### src/rtl/aexm_dwb_pkg.sv
// Shared types for the aexm data-side write buffer: FSM states, buffer
// entry layout, legal byte-lane encodings and a lane-coverage helper.
package aexm_dwb_pkg;

  typedef enum logic [1:0] {
    IDLE = 2'd0,
    WR   = 2'd1,
    RD   = 2'd2
  } dwbState_t;

  typedef enum logic [3:0] {
    SEL_B0   = 4'h1,
    SEL_B1   = 4'h2,
    SEL_B2   = 4'h4,
    SEL_B3   = 4'h8,
    SEL_HLO  = 4'h3,
    SEL_HHI  = 4'hC,
    SEL_WORD = 4'hF
  } dwbSel_t;

  typedef struct packed {
    logic [29:0] adr;
    logic [3:0]  sel;
    logic [31:0] dat;
  } sbuf_entry_t;

  // True when every lane the load wants was written by the entry.
  function automatic logic selCovers(input logic [3:0] entrySel, input logic [3:0] loadSel);
    return (loadSel & ~entrySel) == 4'h0;
  endfunction

endpackage

### src/rtl/aexm_sbuf_fifo.sv
// Circular store buffer with per-entry valid bits and an address CAM.
// Optional feature macro: AEXM_DWB_SBUF_FWD_EN adds a newest-hit data port.
module aexm_sbuf_fifo
  import aexm_dwb_pkg::*;
#(
  parameter int DEPTH = 4
) (
  input  logic        gclk,
  input  logic        grst,
  input  logic        push,
  input  sbuf_entry_t pushEntry,
  input  logic        pop,
  input  logic [29:0] matchAdr,
  output sbuf_entry_t headEntry,
  output logic        full,
  output logic        empty,
  output logic        anyHit
`ifdef AEXM_DWB_SBUF_FWD_EN
  ,
  output logic        fwdHit,
  output sbuf_entry_t fwdEntry
`endif
);

  localparam int PW = $clog2(DEPTH);
  localparam int CW = PW + 1;

  sbuf_entry_t      mem [DEPTH];
  logic [DEPTH-1:0] valid;
  logic [PW-1:0]    rdPtr;
  logic [PW-1:0]    wrPtr;
  logic [CW-1:0]    count;
  logic             doPush;
  logic             doPop;

  assign full      = (count == CW'(DEPTH));
  assign empty     = (count == '0);
  assign doPush    = push & ~full;
  assign doPop     = pop & ~empty;
  assign headEntry = mem[rdPtr];

  // Pointer, occupancy and valid-bit bookkeeping; reset discards queued stores.
  always_ff @(posedge gclk) begin
    if (grst) begin
      rdPtr <= '0;
      wrPtr <= '0;
      count <= '0;
      valid <= '0;
    end else begin
      if (doPush) begin
        valid[wrPtr] <= 1'b1;
        wrPtr        <= wrPtr + PW'(1);
      end
      if (doPop) begin
        valid[rdPtr] <= 1'b0;
        rdPtr        <= rdPtr + PW'(1);
      end
      case ({doPush, doPop})
        2'b10:   count <= count + CW'(1);
        2'b01:   count <= count - CW'(1);
        default: count <= count;
      endcase
    end
  end

  // Entry storage needs no reset because valid bits qualify every read.
  always_ff @(posedge gclk) begin
    if (doPush) begin
      mem[wrPtr] <= pushEntry;
    end
  end

  // Any valid entry (including the one on the bus) at the load's word address.
  always_comb begin
    anyHit = 1'b0;
    for (int i = 0; i < DEPTH; i++) begin
      if (valid[i] && (mem[i].adr == matchAdr)) begin
        anyHit = 1'b1;
      end
    end
  end

`ifdef AEXM_DWB_SBUF_FWD_EN
  // Walk oldest to newest so the last match left standing is the newest store.
  always_comb begin
    logic [PW-1:0] idx;
    fwdHit   = 1'b0;
    fwdEntry = '0;
    idx      = rdPtr;
    for (int k = 0; k < DEPTH; k++) begin
      idx = rdPtr + PW'(k);
      if (valid[idx] && (mem[idx].adr == matchAdr)) begin
        fwdHit   = 1'b1;
        fwdEntry = mem[idx];
      end
    end
  end
`endif

endmodule

### src/rtl/aexm_dwb_sbuf.sv
// Data-side bus front end: store buffer drain, load bypass, hazard stall.
// Optional feature macro: AEXM_DWB_SBUF_FWD_EN forwards fully covered
// hazarding loads straight from the newest matching buffer entry.
module aexm_dwb_sbuf
  import aexm_dwb_pkg::*;
#(
  parameter int DEPTH = 4
) (
  input  logic        gclk,
  input  logic        grst,
  input  logic        rMEMOP_LD,
  input  logic        rMEMOP_ST,
  input  logic [31:0] rADDR,
  input  logic [3:0]  rDWBSEL,
  input  logic [31:0] aexm_dcache_datao,
  output logic [31:0] aexm_dcache_datai,
  output logic        dstall,
  output logic        sbuf_empty,
  output logic        dwb_stb_o,
  output logic        dwb_we_o,
  output logic [29:0] dwb_adr_o,
  output logic [3:0]  dwb_sel_o,
  output logic [31:0] dwb_dat_o,
  input  logic        dwb_ack_i,
  input  logic [31:0] dwb_dat_i
);

  dwbState_t   state;
  logic        ldDone;
  logic        ldPending;
  logic        fifoFull;
  logic        fifoEmpty;
  logic        anyHit;
  logic        push;
  logic        pop;
  logic        busDone;
  sbuf_entry_t pushEntry;
  sbuf_entry_t headEntry;
  logic        unusedAdrBits;

  assign unusedAdrBits = ^rADDR[1:0];
  assign pushEntry     = '{adr: rADDR[31:2], sel: rDWBSEL, dat: aexm_dcache_datao};
  assign ldPending     = rMEMOP_LD & ~ldDone;
  assign dstall        = ldPending | (rMEMOP_ST & fifoFull);
  assign push          = rMEMOP_ST & ~dstall;
  assign busDone       = dwb_stb_o & dwb_ack_i;
  assign pop           = (state == WR) & busDone;
  assign sbuf_empty    = fifoEmpty & (state != WR);

`ifdef AEXM_DWB_SBUF_FWD_EN
  logic        fwdHit;
  logic        fwdOk;
  sbuf_entry_t fwdEntry;
  assign fwdOk = ldPending & anyHit & fwdHit & selCovers(fwdEntry.sel, rDWBSEL);
`endif

  aexm_sbuf_fifo #(.DEPTH(DEPTH)) uFifo (
    .gclk      (gclk),
    .grst      (grst),
    .push      (push),
    .pushEntry (pushEntry),
    .pop       (pop),
    .matchAdr  (rADDR[31:2]),
    .headEntry (headEntry),
    .full      (fifoFull),
    .empty     (fifoEmpty),
    .anyHit    (anyHit)
`ifdef AEXM_DWB_SBUF_FWD_EN
    ,
    .fwdHit    (fwdHit),
    .fwdEntry  (fwdEntry)
`endif
  );

  // Bus FSM: loads beat the drain, every transfer returns to IDLE so the
  // strobe is low for at least one cycle between transfers.
  always_ff @(posedge gclk) begin
    if (grst) begin
      state             <= IDLE;
      dwb_stb_o         <= 1'b0;
      dwb_we_o          <= 1'b0;
      dwb_adr_o         <= '0;
      dwb_sel_o         <= '0;
      dwb_dat_o         <= '0;
      aexm_dcache_datai <= '0;
      ldDone            <= 1'b0;
    end else begin
      ldDone <= 1'b0;
      case (state)
        IDLE: begin
`ifdef AEXM_DWB_SBUF_FWD_EN
          if (fwdOk) begin
            aexm_dcache_datai <= fwdEntry.dat;
            ldDone            <= 1'b1;
          end else
`endif
          if (ldPending && !anyHit) begin
            state     <= RD;
            dwb_stb_o <= 1'b1;
            dwb_we_o  <= 1'b0;
            dwb_adr_o <= rADDR[31:2];
            dwb_sel_o <= rDWBSEL;
          end else if (!fifoEmpty) begin
            state     <= WR;
            dwb_stb_o <= 1'b1;
            dwb_we_o  <= 1'b1;
            dwb_adr_o <= headEntry.adr;
            dwb_sel_o <= headEntry.sel;
            dwb_dat_o <= headEntry.dat;
          end
        end
        WR: begin
          if (busDone) begin
            state     <= IDLE;
            dwb_stb_o <= 1'b0;
            dwb_we_o  <= 1'b0;
          end
        end
        RD: begin
          if (busDone) begin
            state             <= IDLE;
            dwb_stb_o         <= 1'b0;
            aexm_dcache_datai <= dwb_dat_i;
            ldDone            <= 1'b1;
          end
        end
        default: begin
          state     <= IDLE;
          dwb_stb_o <= 1'b0;
          dwb_we_o  <= 1'b0;
        end
      endcase
    end
  end

endmodule

### config.mk
export PLATFORM = sky130hd
export DESIGN_NAME = aexm_dwb_sbuf
export DESIGN_NICKNAME = d
export VERILOG_FILES = /design/src/rtl/aexm_dwb_pkg.sv /design/src/rtl/aexm_sbuf_fifo.sv /design/src/rtl/aexm_dwb_sbuf.sv
export SDC_FILE = /design/constraint.sdc
export NUM_CORES = 1
export LEC_CHECK = 0
export BUFFER_PORTS_ARGS = -buffer_cell sky130_fd_sc_hd__buf_2
export CAP_MARGIN = 10
export CELL_PAD_IN_SITES_DETAIL_PLACEMENT = 0
export CELL_PAD_IN_SITES_GLOBAL_PLACEMENT = 1
export CORE_MARGIN = 2
export CORE_UTILIZATION = 25
export DETAILED_ROUTE_END_ITERATION = 7
export PLACE_DENSITY = 0.55
export SLEW_MARGIN = 20
export SYNTH_ARGS = -nofsm -noshare
export SYNTH_HDL_FRONTEND = slang
export SYNTH_SLANG_ARGS = --single-unit
### constraint.sdc
create_clock -name gclk -period 3.4 [get_ports gclk]
set_input_delay 0.51 -clock gclk [delete_from_list [all_inputs] [get_ports gclk]]
set_output_delay 0.51 -clock gclk [all_outputs]
set_load 0.02 [all_outputs]
* Yosys cells after proc, flatten, opt, wreduce, memory -nomap -nowiden
Memories as Yosys holds them, arrays and structs flattened. A register that Yosys moved wholly into a read port is not among the register bits. Cells that the tools add are included.
Word-level totals: bits in registers 114, RAM bits 264, input bits 105, output and inout port bits 102, logic and storage cells 102, memories kept 1
Cells by class: add/sub/neg operators 4, magnitude comparators 4, eq/ne operators 14, muxes and demuxes 31, bitwise logic cells 18, reduce and logical (&&, ||, !) cells 18
Memory list:
- uFifo.mem | words 4, bits a word 66, rd ports 5, clocked after Yosys merged registers in 1, write ports 1, line aexm_sbuf_fifo.sv:28 | sbuf_entry_t mem [DEPTH];
Operator list (number):
- 30-bit == test | 4
- 30-bit two-way mux | 2
- 4-bit two-way mux | 5
- 1-bit two-way mux | 13
- 2-bit two-way mux | 5
- 1-bit bitwise AND | 8
- 1-bit logical AND | 7
- 2-bit by 3-bit less-than comparator with 1-bit output (second input constant) | 2
- 2-bit by 1-bit != test with 1-bit output (second input constant) | 3
- 1-bit inverter | 6
- 3-bit one-hot mux with 2 select lines | 1
- 2-bit AND reduction | 3
- 3-bit AND reduction | 2
- 2-bit by 1-bit adder with 2-bit output (second input constant) | 2
- 4-bit bitwise AND | 1
- 1-bit demux with 2-bit select | 2
- 2-bit by 1-bit == test with 1-bit output (second input constant) | 2
- 2-bit == test (second input constant) | 2
- 2-bit by 1-bit greater-or-equal comparator with 1-bit output (second input constant) | 2
- 4-bit inverter | 1
- 4-bit bitwise OR | 1
- 2-bit one-hot mux with 2 select lines | 1
- 2-bit OR reduction | 2
- 3-bit by 1-bit adder with 3-bit output (second input constant) | 1
- 11 further kinds | 11

* Logic depth before layout (Yosys ltp)
Gate-level depths: netlist of run 1.
word-level depth 10, mapped depth 11

* Modules after synthesis
Synthesis of run 1 repeated with hierarchy kept, for this count alone.
Second synthesis, totals: cells, all modules 1113, area, all modules 16398.2 um^2
By module, submodules not included:
- aexm_sbuf_fifo | instances 1, cells each 589, area each 11578.6 um^2, sequential area each 8187.9 um^2
- aexm_dwb_sbuf | instances 1, cells each 524, area each 4819.6 um^2, sequential area each 2062.0 um^2

* Worst setup path before layout of run 1
No wires, ideal clock.
path type input port to flip-flop, start input port rMEMOP_LD, end memory uFifo.mem[1][0] (netlist name), enable pin, arrival time 2605 ps, data required time 2968 ps, setup slack 363 ps, stages on the path 4, cell sequence nand2b_1 > nand2_1 > a21oi_1 > and2_1
On the way: word-level cells in the longest chain between the ends 7
Ends and longest elaborated chain:
- start, declared | line aexm_dwb_sbuf.sv:11 | input logic rMEMOP_LD,
- 1-bit bitwise AND | line aexm_dwb_sbuf.sv:43 | assign ldPending = rMEMOP_LD & ~ldDone;
- 1-bit bitwise OR | line aexm_dwb_sbuf.sv:44 | assign dstall = ldPending | (rMEMOP_ST & fifoFull);
- 1-bit inverter | line aexm_dwb_sbuf.sv:45 | assign push = rMEMOP_ST & ~dstall;
- 1-bit bitwise AND | line aexm_dwb_sbuf.sv:45
- 1-bit bitwise AND | line aexm_sbuf_fifo.sv:38 | assign doPush = push & ~full;
- 1-bit two-way mux | line aexm_sbuf_fifo.sv:68 | if (doPush) begin
- 1-bit two-way mux (implied by the code) | line aexm_sbuf_fifo.sv:69 | mem[wrPtr] <= pushEntry;
- end, declared | line aexm_sbuf_fifo.sv:28
Every way passes these cells.

==> results of run 1 <==
-- cell families (layout without fill, tap and decap cells) --
family | after synthesis | count (layout) | share of synthesized area
AO/OA/AOI/OAI | 147 | 147 | 0.06519
buffers and inverters | 116 | 344 | 0.03373
adder cells (fa/ha/maj) | 13 | 13 | 0.01062
XOR/XNOR | 116 | 116 | 0.06339
AND/OR/NAND/NOR | 261 | 261 | 0.07354
flip-flops | 380 | 380 | 0.6396
multiplexers | 100 | 100 | 0.1140
-- cell usage after synthesis, drive strengths merged (2+ instances only) --
| library cell | number |
|---|---|
| edfxtp | 264 |
| clkbuf | 44 |
| nand2b | 4 |
| nor2 | 51 |
| nor3 | 2 |
| a211oi | 21 |
| o21ai | 24 |
| a21oi | 39 |
| mux4 | 66 |
| mux2i | 34 |
| o31ai | 15 |
| nand3 | 6 |
| nor4 | 24 |
| and4 | 2 |
| and2 | 5 |
| nand2 | 133 |
| inv | 19 |
| a22oi | 2 |
| o31a | 19 |
| xnor2 | 97 |
| nand4 | 23 |
| buf | 52 |
| ha | 12 |
| o311a | 19 |
| o22ai | 2 |
| dfxtp | 116 |
| nor2b | 5 |
| xor2 | 19 |
| or3 | 2 |
-- flip-flops by register name, indices dropped and copies added, names as in the netlist, named ones only --
signal             flops
uFifo.rdPtr            2
dwb_dat_o             32
dwb_adr_o             30
uFifo.count            3
dwb_we_o               1
uFifo.valid            4
ldDone                 1
uFifo.wrPtr            2
dwb_stb_o              1
aexm_dcache_datai     32
dwb_sel_o              4
state                  2
uFifo.mem            264
-- per-layer routing --
metal | vias up | track usage | wire length (µm)
li1 | 4605 | - | -
met1 | 4979 | 0.1825 | 20440
met2 | 282 | 0.2183 | 21110
met3 | 74 | 0.03645 | 2885
met4 | 10 | 0.03731 | 939
met5 | - | 0 | 68
-- worst paths after layout --
check	start	end
min	aexm_dcache_datao[5]	uFifo.mem[0][5]
min reg2reg	aexm_dcache_datai[5]	aexm_dcache_datai[5]
max	uFifo.mem[0][49]	dwb_adr_o[15]
max reg2reg	uFifo.mem[0][49]	dwb_adr_o[15]
-- cell type report --
cell class / instances / area share
Tap cell: 846 / 0.05411
Clock inverter: 24 / 0.01030
Clock buffer: 60 / 0.06409
Multi-Input combinational cell: 637 / 0.2689
Timing Repair Buffer: 240 / 0.07432
Inverter: 20 / 0.003902
Sequential cell: 380 / 0.5243
-- power breakdown --
group	internal [W]	leakage [nW]	total (W)	switching [W]
Sequential	0.00514	3.35	0.00524	0.0000990
Combinational	0.000421	2.81	0.00118	0.000760
Clock	0.00276	0.717	0.00474	0.00198
-- through the flow --
stage	hold slack [ns]	power [W]	instance area, µm²	instances
3_5_place_dp	0.4435	0.006528	18110	2123
2_1_floorplan	0.4783	0.006038	16030	1133
4_1_cts	0.08008	0.01136	19560	2207
6_report	0.1418	0.01116	19560	2207
3_3_place_gp	0.4413	0.006522	18110	2123
5_1_grt	0.1014	0.01165	19560	2207
==> impl_metrics.env, run 1 <==
export IMPL_end_kind="flip-flop"
export IMPL_rows=92
export IMPL_start_kind="flip-flop"
export IMPL_multi_input_area_mm2=0.005261
export IMPL_cts_tree="built"
export IMPL_async_reset_ff_frac=0
export IMPL_rsz0062_at_grt="false"
export IMPL_crit_chain="xnor2_1, nand4_1, nor4_1, and4_1, nand2b_1, buf_12, or2_1, buf_12, o311a_1"
export IMPL_outcome="completed"
export IMPL_path_delay_family="simple AND/OR/NAND/NOR gates"
export IMPL_fill_cells=6350
export IMPL_worst_path_buf_inv=2
export IMPL_drive_gt1_frac=0.2843
export IMPL_first_global_vias=10320
export IMPL_numCtsBuffers=45
export IMPL_yosys_area_top_type="edfxtp_1"
export IMPL_max_cap_violations=0
export IMPL_final_cell_mix="edfxtp_1 (264), buf_2 (204), nand2_1 (133), dfxtp_1 (114), xnor2_1 (97)"
export IMPL_vias_per_cell=4.508
export IMPL_layout_commonest_cell="edfxtp_1"
export IMPL_grt_max_degree=50
export IMPL_slowest_delay_ns=0.42
export IMPL_syn_avg_cell_area_um2=14.15
export IMPL_postSynthCellCount=1133
export IMPL_fin_skew_ns=0.02738
export IMPL_start_util=0.2536
export IMPL_ys_top_cells_by_area="edfxtp_1 (49%), dfxtp_1 (14%), mux4_2 (9.3%)"
export IMPL_setup_tns_ns=0
export IMPL_cts_root_buffer_cell="clkbuf_16"
export IMPL_drt_iter0_markers=770
export IMPL_r2r_cells=9
export IMPL_maxSlewHeadroom=0.5469
export IMPL_synthDominantCellAreaShare=0.4947
export IMPL_wl_per_cell_um=20.59
export IMPL_critPathArrivalTime_ns=3.36
export IMPL_grt_ovfl_total=0
export IMPL_cp_data_required_time_ns=3.91
export IMPL_synth_area_mm2=0.01603
export IMPL_ys_warn_count=0
export IMPL_place_congestion=0.7864
export IMPL_fin_nets=1442
export IMPL_postCtsHoldBufs=0
export IMPL_num_vias=9950
export IMPL_pin_count=207
export IMPL_ys_seq_area_frac=0.6396
export IMPL_fmax_ghz=0.3500
export IMPL_ant_nets=0
export IMPL_area_growth_pct=22.06
export IMPL_regArea_mm2=0.01026
export IMPL_antenna_found_initial=8
export IMPL_ys_seq_elements=380
export IMPL_hold_class="input pin to flip-flop"
export IMPL_clock_path_buffers=3
export IMPL_worstSetupPathType="flip-flop to flip-flop"
export IMPL_drc=0
export IMPL_final_util=0.3096
export IMPL_fin_crit_ns=2.857
export IMPL_timing_final_crit_share=0.8404
export IMPL_powerDensity_mw_per_mm2=570.6
export IMPL_hold_depth=1
export IMPL_crit_slowest_cell="edfxtp_1"
export IMPL_cts_sinks=380
export IMPL_postCtsSetupRepairBufs=0
export IMPL_dp_hpwl_um=29840
export IMPL_slew_viol_final=0
export IMPL_h_tree_depth=2
export IMPL_die_x_um=257.2
export IMPL_synth_edf_count=264
export IMPL_fp_dieH_um=257.2
export IMPL_drt_wl_total_um=45440
export IMPL_num_antenna_cells=0
export IMPL_synthFlopType="edfxtp_1"
export IMPL_cts_resized=0
export IMPL_worst_slew_pin_transition_ns=0.6796
export IMPL_worstSkewPairLatency_ns=0.59
export IMPL_ir_worst_vdd_mv=0.3033
export IMPL_pre_cts_ws_ns=0.3560
export IMPL_cts_clk_slew_worst_paths_ns=0.06
export IMPL_reg2reg_slack_ns=0.54
export IMPL_yosysUniqueCellTypes=47
export IMPL_syn_nets=1251
export IMPL_design_die_area_mm2=0.06615
export IMPL_track_usage=0.1366
export IMPL_total_leakage_power_nw=6.870
export IMPL_core_area_mm2=0.06320
export IMPL_crit_fanout=26
export IMPL_cp_depth=9
export IMPL_grt_pass1_wl_um=67750
export IMPL_worst_slack_ns=0.5428
export IMPL_port_buffers=204
export IMPL_finalHoldViolCount=0
export IMPL_setup_viol=0
export IMPL_drtPass1Iterations=5
export IMPL_cp_common_cell="buf_12"
Power figures use the tool's default switching activity.
==> inputs of run 2 (changes only) <==
==> constraint.sdc (replaced) <==
create_clock -name gclk -period 2.95 [get_ports gclk]
set_input_delay 0.4425 -clock gclk [delete_from_list [all_inputs] [get_ports gclk]]
set_output_delay 0.4425 -clock gclk [all_outputs]
set_load 0.02 [all_outputs]
==> run 2 against run 1 <==
Global-route usage fell by 0.20 points. Critical endpoint is now dwb_adr_o[19]. Utilization rose by 0.44 points. Clock power rose by 18%. Largest power group unchanged. Sequential power rose by 15%. Count of clock-buffer cells in the layout did not move. Highest routed layer unchanged. Die area did not move.
==> impl_metrics.env, run 2 (synthesized netlist as in run 1, its figures left out) <==
export IMPL_cts_tree="built"
export IMPL_cts_clk_slew_worst_paths_ns=0.06
export IMPL_fin_skew_ns=0.01935
export IMPL_cts_root_buffer_cell="clkbuf_16"
export IMPL_wl_per_cell_um=20.24
export IMPL_hold_depth=1
export IMPL_fmax_ghz=0.3624
export IMPL_vias_per_cell=4.511
export IMPL_port_buffers=204
export IMPL_drt_iter0_markers=643
export IMPL_pre_cts_ws_ns=0.01516
export IMPL_core_area_mm2=0.06320
export IMPL_largest_reg_flops=264
export IMPL_end_kind="flip-flop"
export IMPL_antenna_found_initial=8
export IMPL_grt_ovfl_total=0
export IMPL_min_to="uFifo.mem[3][23]"
export IMPL_die_x_um=257.2
export IMPL_worstSetupPathType="flip-flop to flip-flop"
export IMPL_reg2reg_slack_ns=0.19
export IMPL_postLayoutCellArea_mm2=0.01984
export IMPL_finalHoldViolCount=0
export IMPL_track_usage=0.1346
export IMPL_postCtsHoldBufs=0
export IMPL_cts_sinks=380
export IMPL_grt_max_degree=76
export IMPL_area_growth_pct=23.81
export IMPL_dp_hpwl_um=30530
export IMPL_rsz0062_at_grt="false"
export IMPL_num_vias=10090
export IMPL_min_from="aexm_dcache_datao[23]"
export IMPL_numCtsBuffers=45
export IMPL_grt_pass1_wl_um=66950
export IMPL_max_cap_violations=0
export IMPL_maxSlewHeadroom=0.3977
export IMPL_start_util=0.2536
export IMPL_powerDensity_mw_per_mm2=656.2
export IMPL_num_antenna_cells=0
export IMPL_rows=92
export IMPL_drive_gt1_frac=0.3019
export IMPL_clock_path_buffers=3
export IMPL_drc=0
export IMPL_dpl_cell_area_mm2=0.01834
export IMPL_worst_slew_pin_transition_ns=0.9025
export IMPL_rr_startpoint="uFifo.mem[0][57]"
export IMPL_first_global_vias=10220
export IMPL_design_die_area_mm2=0.06615
export IMPL_h_tree_depth=2
export IMPL_r2r_end="dwb_adr_o[19]"
export IMPL_final_cell_mix="edfxtp_1 (264), buf_2 (204), nand2_1 (133), dfxtp_1 (114), xnor2_1 (97)"
export IMPL_cp_data_required_time_ns=3.44
export IMPL_hold_class="input pin to flip-flop"
export IMPL_drtPass1Iterations=4
export IMPL_layout_commonest_cell="edfxtp_1"
export IMPL_start_kind="flip-flop"
export IMPL_fp_dieH_um=257.2
export IMPL_setup_tns_ns=0
export IMPL_crit_fanout=19
export IMPL_slew_viol_final=0
export IMPL_total_leakage_power_nw=7.053
export IMPL_worstSkewPairLatency_ns=0.59
export IMPL_reg_top3="uFifo.mem x264, aexm_dcache_datai x32, dwb_dat_o x32"
export IMPL_drt_wl_total_um=45280
export IMPL_place_congestion=0.8061
export IMPL_worst_slack_ns=0.1909
export IMPL_cts_resized=0
export IMPL_setup_viol=0
export IMPL_fin_crit_ns=2.759
export IMPL_postCtsSetupRepairBufs=0
export IMPL_critPathArrivalTime_ns=3.25
export IMPL_outcome="completed"
export IMPL_pin_count=207
export IMPL_timing_hold_ws_ns=0.06597
export IMPL_final_util=0.3140
export IMPL_r2r_cells=11
export IMPL_ant_nets=0
export IMPL_timing_final_crit_share=0.9353
export IMPL_top_register="uFifo.mem"
export IMPL_ir_worst_vdd_mv=0.3856
export IMPL_fin_nets=1472
## run 2: changes by cell type in the layout (fill, tap and decap cells not counted), sizes merged
cell,before,now
buf,240,270
clkinv,21,18
inv,20,22
bufinv,2,3
## run 2: layer usage
| layer | part of all wire | GRT usage |
|---|---|---|
| met3 | 0.061 | 0.03546 |
| met2 | 0.46 | 0.2123 |
| met1 | 0.45 | 0.1792 |
| met4 | 0.026 | 0.04522 |
| met5 | 0.0019 | 0 |
## run 2: metrics by stage
step | total power, W | instances
after detailed placement | 0.007577 | 2153
after global placement | 0.007560 | 2153
final | 0.01302 | 2237
after CTS | 0.01325 | 2237
after global routing | 0.01356 | 2237
after floorplan | 0.006956 | 1133
## run 2: report_power, final
part | switching [W] | internal (W)
clock | 0.00231 | 0.00327
combinational | 0.000879 | 0.000524
sequential | 0.000115 | 0.00592
## run 2: layout make-up
type / instances / area [µm²]
well taps: 846 / 1059
flip-flops and latches: 380 / 10260
clock inverters: 24 / 256.5
clock buffers: 60 / 1242
repair buffers: 270 / 1692
inverters: 20 / 76.32
multi-input cells: 637 / 5260
fillers: 6307 / 43350
## run 2: worst max-delay path by stage
stage	from	endpoint	depth (start not counted)
6_report	uFifo.mem[0][57]	dwb_adr_o[19]	11
5_1_grt	uFifo.mem[0][57]	dwb_adr_o[17]	11
4_1_cts	uFifo.mem[0][57]	dwb_adr_o[25]	11
3_5_place_dp	rADDR[23]	dwb_adr_o[25]	12
3_3_place_gp	rADDR[23]	dwb_adr_o[25]	12
2_1_floorplan	uFifo.count[0]	uFifo.count[2]	10
## run 2: critical path: stages (launching register included)
cell and delay, ns:
edfxtp_1 0.40, xnor2_1 0.16, buf_4 0.15, nand4_1 0.10, nor4_1 0.07, buf_4 0.13
and4_1 0.20, buf_4 0.14, nor3b_4 0.75, buf_12 0.26, o31ai_1 0.08, a211oi_1 0.20
